<file path="src/rtl/fetch_buffer_ctrl.sv">
// Fetch PC owner and DEPTH-entry fetch-group buffer between imem/predictor and decode.
// Optional feature: define FETCH_PERF_CNT_EN to add 32-bit saturating perf counters.

module fetch_buffer_ctrl_chk #(
    parameter int CNT_W = 3,
    parameter int DEPTH = 4
) (
    input logic             clk,
    input logic             rst,
    input logic             enq,
    input logic [CNT_W-1:0] count
);

    a_no_enq_when_full: assert property (@(posedge clk) disable iff (rst)
        !(enq && (count == CNT_W'(DEPTH))));

    a_count_bounded: assert property (@(posedge clk) disable iff (rst)
        (count <= CNT_W'(DEPTH)));

endmodule

module fetch_buffer_ctrl #(
    parameter int              FETCH_W  = 4,
    parameter int              PC_W     = 16,
    parameter int              INST_W   = 16,
    parameter int              DEPTH    = 4,
    parameter logic [PC_W-1:0] RESET_PC = {PC_W{1'b0}}
) (
    input  logic                      clk,
    input  logic                      rst,
    output logic                      imem_req,
    output logic [PC_W-1:0]           imem_addr,
    input  logic                      imem_rvld,
    input  logic [FETCH_W*INST_W-1:0] imem_rdata,
    input  logic [FETCH_W-1:0]        bp_taken,
    input  logic [PC_W-1:0]           bp_target,
    input  logic                      has_mispredict,
    input  logic [PC_W-1:0]           pc_recovery,
    input  logic                      dec_rdy,
    output logic                      dec_vld,
    output logic [PC_W-1:0]           dec_pc,
    output logic [FETCH_W*INST_W-1:0] dec_inst,
    output logic [FETCH_W-1:0]        dec_lane_vld,
    output logic [FETCH_W-1:0]        dec_pred
`ifdef FETCH_PERF_CNT_EN
    ,
    output logic [31:0]               perf_groups,
    output logic [31:0]               perf_flush,
    output logic [31:0]               perf_stall
`endif
);

    localparam int PTR_W = $clog2(DEPTH);
    localparam int CNT_W = $clog2(DEPTH) + 1;
    localparam int GRP_W = FETCH_W * INST_W;

    logic [PC_W-1:0]  pc_q, pc_d;
    logic             epoch_q, epoch_d;
    logic             inflight_q;
    logic             inflight_epoch_q;
    logic [PC_W-1:0]  inflight_pc_q;
    logic [CNT_W-1:0] count_q, count_d;
    logic [PTR_W-1:0] head_q, head_d;
    logic [PTR_W-1:0] tail_q, tail_d;

    logic [PC_W-1:0]    buf_pc_q   [DEPTH];
    logic [GRP_W-1:0]   buf_inst_q [DEPTH];
    logic [FETCH_W-1:0] buf_lv_q   [DEPTH];
    logic [FETCH_W-1:0] buf_pred_q [DEPTH];

    logic [CNT_W-1:0]   occ_s;
    logic               req_s;
    logic               rsp_ok_s;
    logic               taken_s;
    logic               enq_s;
    logic               deq_s;
    logic               dec_vld_s;
    logic [FETCH_W-1:0] pred_s;
    logic [FETCH_W-1:0] lane_vld_s;

    // Credit check counts the response still in flight so the buffer can never overflow.
    assign occ_s     = count_q + {{(CNT_W-1){1'b0}}, inflight_q};
    assign req_s     = !rst && !has_mispredict && (occ_s < CNT_W'(DEPTH));
    assign rsp_ok_s  = imem_rvld && inflight_q && (inflight_epoch_q == epoch_q) && !has_mispredict;
    assign taken_s   = rsp_ok_s && (bp_taken != {FETCH_W{1'b0}});
    assign enq_s     = rsp_ok_s;
    assign dec_vld_s = (count_q != {CNT_W{1'b0}});
    assign deq_s     = dec_vld_s && dec_rdy;

    // Isolate lowest taken lane; lanes up to it are valid (all lanes when none is taken).
    assign pred_s     = bp_taken & (~bp_taken + FETCH_W'(1));
    assign lane_vld_s = pred_s | (pred_s - FETCH_W'(1));

    assign imem_req  = req_s;
    assign imem_addr = req_s ? pc_q : {PC_W{1'b0}};

    assign dec_vld      = dec_vld_s;
    assign dec_pc       = dec_vld_s ? buf_pc_q[head_q]   : {PC_W{1'b0}};
    assign dec_inst     = dec_vld_s ? buf_inst_q[head_q] : {GRP_W{1'b0}};
    assign dec_lane_vld = dec_vld_s ? buf_lv_q[head_q]   : {FETCH_W{1'b0}};
    assign dec_pred     = dec_vld_s ? buf_pred_q[head_q] : {FETCH_W{1'b0}};

    // Next-state for PC, epoch and buffer pointers; recovery outranks prediction.
    always_comb begin
        pc_d    = pc_q;
        epoch_d = epoch_q;
        count_d = count_q;
        head_d  = head_q;
        tail_d  = tail_q;
        if (has_mispredict) begin
            pc_d    = pc_recovery;
            epoch_d = ~epoch_q;
            count_d = {CNT_W{1'b0}};
            head_d  = {PTR_W{1'b0}};
            tail_d  = {PTR_W{1'b0}};
        end else begin
            if (taken_s) begin
                pc_d    = bp_target;
                epoch_d = ~epoch_q;
            end else if (req_s) begin
                pc_d = pc_q + PC_W'(FETCH_W);
            end else begin
                pc_d = pc_q;
            end
            if (enq_s) begin
                tail_d = tail_q + PTR_W'(1);
            end else begin
                tail_d = tail_q;
            end
            if (deq_s) begin
                head_d = head_q + PTR_W'(1);
            end else begin
                head_d = head_q;
            end
            count_d = count_q + CNT_W'(enq_s) - CNT_W'(deq_s);
        end
    end

    // Control state registers; the in-flight tag remembers the epoch and PC of the issued read.
    always_ff @(posedge clk) begin
        if (rst) begin
            pc_q             <= RESET_PC;
            epoch_q          <= 1'b0;
            inflight_q       <= 1'b0;
            inflight_epoch_q <= 1'b0;
            inflight_pc_q    <= {PC_W{1'b0}};
            count_q          <= {CNT_W{1'b0}};
            head_q           <= {PTR_W{1'b0}};
            tail_q           <= {PTR_W{1'b0}};
        end else begin
            pc_q       <= pc_d;
            epoch_q    <= epoch_d;
            inflight_q <= req_s;
            if (req_s) begin
                inflight_epoch_q <= epoch_q;
                inflight_pc_q    <= pc_q;
            end else begin
                inflight_epoch_q <= inflight_epoch_q;
                inflight_pc_q    <= inflight_pc_q;
            end
            count_q <= count_d;
            head_q  <= head_d;
            tail_q  <= tail_d;
        end
    end

    // Group storage written at the tail on an accepted response.
    always_ff @(posedge clk) begin
        if (rst) begin
            for (int i = 0; i < DEPTH; i++) begin
                buf_pc_q[i]   <= {PC_W{1'b0}};
                buf_inst_q[i] <= {GRP_W{1'b0}};
                buf_lv_q[i]   <= {FETCH_W{1'b0}};
                buf_pred_q[i] <= {FETCH_W{1'b0}};
            end
        end else if (enq_s) begin
            buf_pc_q[tail_q]   <= inflight_pc_q;
            buf_inst_q[tail_q] <= imem_rdata;
            buf_lv_q[tail_q]   <= lane_vld_s;
            buf_pred_q[tail_q] <= pred_s;
        end else begin
            buf_pc_q[tail_q] <= buf_pc_q[tail_q];
        end
    end

`ifdef FETCH_PERF_CNT_EN
    logic [31:0] perf_groups_q;
    logic [31:0] perf_flush_q;
    logic [31:0] perf_stall_q;

    // Saturating event counters.
    always_ff @(posedge clk) begin
        if (rst) begin
            perf_groups_q <= 32'd0;
            perf_flush_q  <= 32'd0;
            perf_stall_q  <= 32'd0;
        end else begin
            if (deq_s && (perf_groups_q != 32'hFFFF_FFFF)) begin
                perf_groups_q <= perf_groups_q + 32'd1;
            end else begin
                perf_groups_q <= perf_groups_q;
            end
            if (has_mispredict && (perf_flush_q != 32'hFFFF_FFFF)) begin
                perf_flush_q <= perf_flush_q + 32'd1;
            end else begin
                perf_flush_q <= perf_flush_q;
            end
            if (dec_vld_s && !dec_rdy && (perf_stall_q != 32'hFFFF_FFFF)) begin
                perf_stall_q <= perf_stall_q + 32'd1;
            end else begin
                perf_stall_q <= perf_stall_q;
            end
        end
    end

    assign perf_groups = perf_groups_q;
    assign perf_flush  = perf_flush_q;
    assign perf_stall  = perf_stall_q;
`endif

    fetch_buffer_ctrl_chk #(
        .CNT_W (CNT_W),
        .DEPTH (DEPTH)
    ) u_chk (
        .clk   (clk),
        .rst   (rst),
        .enq   (enq_s),
        .count (count_q)
    );

endmodule

</file>
<file path="config.mk">
export PLATFORM = sky130hd
export DESIGN_NAME = fetch_buffer_ctrl
export DESIGN_NICKNAME = d
export VERILOG_FILES = /design/src/rtl/fetch_buffer_ctrl.sv
export SDC_FILE = /design/constraint.sdc
export NUM_CORES = 1
export LEC_CHECK = 0
export CAP_MARGIN = 20
export CORE_AREA = 8 8 207 209
export DETAILED_ROUTE_END_ITERATION = 10
export DIE_AREA = 0 0 215 217
export PLACE_DENSITY = 0.66
export SLEW_MARGIN = 10
export SYNTH_ARGS = -nofsm -noshare
export SYNTH_HDL_FRONTEND = slang
export SYNTH_SLANG_ARGS = --single-unit
export TNS_END_PERCENT = 50
</file>
<file path="constraint.sdc">
create_clock -name clk -period 9.9 [get_ports clk]
set_clock_uncertainty 0.15 [all_clocks]
set_input_delay 0.99 -clock clk [delete_from_list [all_inputs] [get_ports clk]]
set_output_delay 0.99 -clock clk [all_outputs]
set_load 0.01 [all_outputs]
</file>
# Word-level counts from Yosys, hierarchy flattened
# Memory sizes are Yosys's and may differ from the RTL's. A register that Yosys moved wholly into a read port is not among the register bits.
# Cells that the tools add are included.
# classes
add_sub_neg	8
order_cmp	1
n_eq_ne	2
mux	39
bitwise_logic	5
reduce_logical	19
# op_table
cell	n
$mux W64	2
$mux W16	7
$reduce_or A64 Y1	1
$mux W2	12
$add A16 B3 Y16 const B	1
$mux W4	4
$reduce_or A16 Y1	1
$mux W1	14
$reduce_or A4 Y1	2
$logic_and A1 B1 Y1	7
$add A3 B1 Y3	2
$reduce_bool A3 Y1	2
$add A2 B1 Y2 const B	2
$add A4 B1 Y4 const B	1
$and A4 B4 Y4	1
$not A4 Y4	1
$or A4 B4 Y4	1
$reduce_bool A4 Y1	1
$sub A4 B1 Y4 const B	1
$lt A3 B3 Y1 const B	1
$sub A3 B1 Y3	1
$logic_not A1 Y1	2
$reduce_and A2 Y1	1
$reduce_bool A2 Y1	1
5 further kinds	5
# totals
reg_bits	42
mem_bits_rw	352
inputBits	105
out_inout_bits	106
word_cells	86
n_memories	4
# mem_list
memory	depth	width	rd	rd_clocked_by_memory_dff	wr	line_no	rtl
buf_inst_q	4	64	1	1	4	67	logic [GRP_W-1:0] buf_inst_q [DEPTH];
buf_pc_q	4	16	1	1	4	66	logic [PC_W-1:0] buf_pc_q [DEPTH];
buf_lv_q	4	4	1	1	4	68	logic [FETCH_W-1:0] buf_lv_q [DEPTH];
buf_pred_q	4	4	1	1	4	69	logic [FETCH_W-1:0] buf_pred_q [DEPTH];

# Depth between registers and ports, before layout
# depth
ltp_word	10
depth_mapped	11

# Worst setup path before layout
# No wires, ideal clock.
# synth_path
path_type	input-to-reg
from	input has_mispredict
to	memory buf_inst_q[3][0] (netlist bit) (enable)
setup_ns	0.656
t_arrival_ns	7.797
setup_slack_ns	1.297
path_stages	4
path_cell_list	buf_6 nor3_1 nand2_1 o21ai_0
# synth_lines
item	line_no	rtl
start, declared	37	input logic has_mispredict,
end, declared	67	

==> summary.md <==
| Metric | Value |
|---|---|
| Util after Layout | `54.2%` |
| Placed cells | `between 1,500 and 2,000` |
| Initial DRT Pass Iterations | `4` |
| Outcome | `finished clean` |
| Worst Hold Class | `register to register` |
| Final worst path period need | `between 5000 and 6000 ps` |
| Crit Path Max Fanout | `94` |
| Switch Pwr | `between 0.7 and 0.8 mW` |
| Starting Density | `44.5%` |
| Post-route ant nets | `0` |
| Slowest-stage cell, CP | `buf_4` |
| Vias in the first global route | `11,179` |
| Clk buf depth | `3` |
| Fillers | `3,310` |
| Max Cap Viol | `0` |
| Total Nets Final | `1,593` |
| Largest net degree at the start of global routing | `95` |
| Crit-path most repeated cell | `buf_4` |
| Post-Synthesis Cells | `1,302` |
| Vias | `10,549` |
| Final Cycle Share | `57.7%` |
| Initial antenna violation count | `0` |
| Total track usage | `17.4%` |
| Std-Cell Rows | `73` |
| CORE AREA | `approximately 0.039 sq mm` |
| Cell Area, Synth | `0.0176 sq mm` |
| Clock root cell | `clkbuf_16` |
| Worst-path clk slew | `60 ps` |
| CP max stage delay | `820 ps` |
| Synthesized Nets | `1,411` |
| WP buf/inv | `4` |
| First-pass GRT wire length | `64,100 um` |
| Internal Power | `2.85 mW` |
| Max Clock Freq | `0.175 GHz` |
| Flop pwr share | `52.7%` |
| Warnings from Yosys | `0` |
| 1st-iter DRT viols | `633` |
| Cell variety after synth | `44` |
| Setup repair bufs after CTS | `0` |
| Port bufs | `210` |
| Final Max Tran Viols | `0` |
| CTS H-Tree Depth | `2` |
| Crit Path Class | `input port to register` |
| DRC | `0` |
| Crit path required time | `roughly 10000 ps` |
| PD cells | `168 mW/mm^2` |
| Layout Cells excl Fill | `2,040` |
| FF/Latch Area | `0.0115 sq mm` |
| Clock latency on the worst-skew pair | `530 ps` |
| Area Overhead vs Synth | `21.9%` |
| Final setup viols | `0` |
| DP Wirelength | `24,800 um` |
| Final setup TNS | `0 ps` |
| Measured slew at the worst slew-check pin | `1060 ps` |
| Via density per instance | `5.17` |
| Total CTS buffers | `42` |
| Crit path DAT | `5720 ps` |
| Final wirelength | `41,000 um` |
| Clk sinks | `396` |
| Cts repair resizes | `0` |
| Combinational share of power | `under 10%` |
| Switch share | `approximately a fifth` |
| Die area | `approximately 0.047 sq mm` |
| Final Hold Fails | `0` |
| Total grt overflow | `0` |
| Die Y | `217 um` |
| GPL Wtd Cong | `0.785` |
| Max_slew headroom | `29.3%` |
| Boundary pin count | `211` |
| Sequential area share after synthesis | `65.2%` |
| Crit-path cells | `clkdlybuf4s50_1 > or2_1 > or3_1 > clkinv_2 > buf_4 > nand2_1 > nand2_4 > buf_4` |
| Setup crit start kind | `input port` |
| Max IR drop VDD | `154 uV` |
| Antenna Cells | `0` |
| Syn_area_per_cell | `13.5 sq um` |
| Worst hold slack | `~320 ps` |
| DR WL/cell | `20.1 um` |
| Die X | `between 200 and 250 um` |
| # hold bufs at CTS | `0` |
| #FFs+latches synth | `just under 400` |
| Top delay family on crit path | `buffers and inverters` |
| RSZ-0062 raised after global routing | `no` |
| Footprint of the multi-input gates | `0.00536 sq mm` |
| Layout cell share with drive strength beyond 1 | `11.7%` |
| Static leakage | `8.05 nW` |
| TritonCTS clock tree | `done` |
| Clock Power Share | `41.5%` |
| CP endpoint kind | `register` |
-- power by group through the flow --
stage          registers [mW]  clock network [mW]  logic, mW
4_1_cts                  1.90                1.53      0.211
3_5_place_dp             1.94                   0      0.210
5_1_grt                  1.91                1.59      0.224
3_3_place_gp             1.93                   0      0.208
6_report                 1.90                1.50      0.206
2_1_floorplan            1.93                   0      0.103
-- cell usage in the layout, fill, tap and decap left out, types with 5 or more instances in the layout --
| cell type | netlist | routed |
|---|---|---|
| edfxtp_1 | 352 | 352 |
| clkdlybuf4s50_1 | 0 | 210 |
| and2_1 | 189 | 189 |
| nor2_1 | 156 | 156 |
| nand2_1 | 118 | 114 |
| inv_1 | 94 | 94 |
| mux4_2 | 88 | 88 |
| clkbuf_16 | 0 | 43 |
| dfxtp_1 | 44 | 42 |
| and3_1 | 39 | 39 |
| a21oi_1 | 28 | 28 |
| buf_4 | 0 | 15 |
| nor3_1 | 14 | 14 |
| clkinv_1 | 2 | 13 |
| xnor2_1 | 11 | 11 |
| nand3_1 | 8 | 8 |
| o21ai_0 | 8 | 7 |
| a22oi_1 | 6 | 6 |
| clkinv_2 | 0 | 6 |
| clkbuf_1 | 59 | 6 |
| xor2_1 | 5 | 5 |
-- path summary, 6_finish.rpt --
check	startpoint	endpoint	slack (ps)	cells after the start
max	has_mispredict	buf_inst_q[1][25]	4190	8
min	inflight_epoch_q	inflight_epoch_q	320	2
max reg2reg	epoch_q	buf_inst_q[1][25]	5390	7
min reg2reg	inflight_epoch_q	inflight_epoch_q	320	2
-- cell families after synthesis --
group,count (synthesis),synth area share (%)
AND/OR/NAND/NOR,549,15.6
flip-flops,396,65.2
buffers and inverters,187,4.57
multiplexers,91,11.5
AO/OA/AOI/OAI,59,2.05
XOR/XNOR,16,0.798
adder cells (fa/ha/maj),4,0.328
-- worst min-delay path, cell delays in order (launching register included) --
cell,delay [ps]
dfxtp_1,310
nand2_1,50
a21oi_1,50
-- flip-flops by register name, summed over array words and instances (netlist names), named ones only --
| register | flops |
|---|---|
| buf_lv_q | 16 |
| buf_pred_q | 16 |
| pc_q | 16 |
| inflight_q | 1 |
| head_q | 2 |
| tail_q | 2 |
| count_q | 3 |
| inflight_pc_q | 16 |
| inflight_epoch_q | 1 |
| buf_inst_q | 256 |
| epoch_q | 1 |
| buf_pc_q | 64 |
-- cell type report --
type | instances | area share (%)
clock buffer | 53 | 5.39
clock inverter | 22 | 0.731
inverter | 99 | 1.78
multi-input combinational | 719 | 25.0
sequential | 396 | 53.5
tap | 525 | 3.07
timing repair buffer | 226 | 10.5
-- cells in the mapped netlist (all sizes together) --
library cell	count	area share [%]
edfxtp	352	60
and2	189	6.7
nor2	156	3.3
nand2	118	2.5
inv	97	2.1
mux4	88	11
clkbuf	59	1.3
dfxtp	44	5.0
and3	39	1.4
buf	29	1.2
a21oi	28	0.80
nor3	14	0.40
xnor2	11	0.55
nand3	8	0.23
o21ai	8	0.23
a22oi	6	0.26
xor2	5	0.25
nand4	4	0.14
nor3b	4	0.17
nor4	4	0.14
o22ai	4	0.14
or3	4	0.14
and4	3	0.15
ha	3	0.21
nand2b	3	0.11
a211oi	2	0.085
a311oi	2	0.10
a31oi	2	0.071
clkinv	2	0.043
mux2	2	0.13
o221ai	2	0.10
o31a	2	0.10
fa	1	0.11
mux2i	1	0.057
nand3b	1	0.043
nor2b	1	0.036
o2111a	1	0.064
o211a	1	0.057
o311ai	1	0.050
or2	1	0.036
-- through the flow --
stage / instance area [sq um] / setup slack, ps / total power, mW
4_1_cts: 21400 / 4130 / 3.64
3_5_place_dp: 20100 / 3610 / 2.15
3_3_place_gp: 20100 / 3660 / 2.14
2_1_floorplan: 17600 / 1300 / 2.04
5_1_grt: 21400 / 3840 / 3.72
6_report: 21400 / 4190 / 3.60
-- layer usage --
metal | part of all wire, % | GRT usage (%)
met5 | 0 | 0
met4 | 1.8 | 4.13
met3 | 6.5 | 3.56
met2 | 49 | 30.0
met1 | 42 | 22.3
Note: power is estimated with default switching activity, not from simulation.
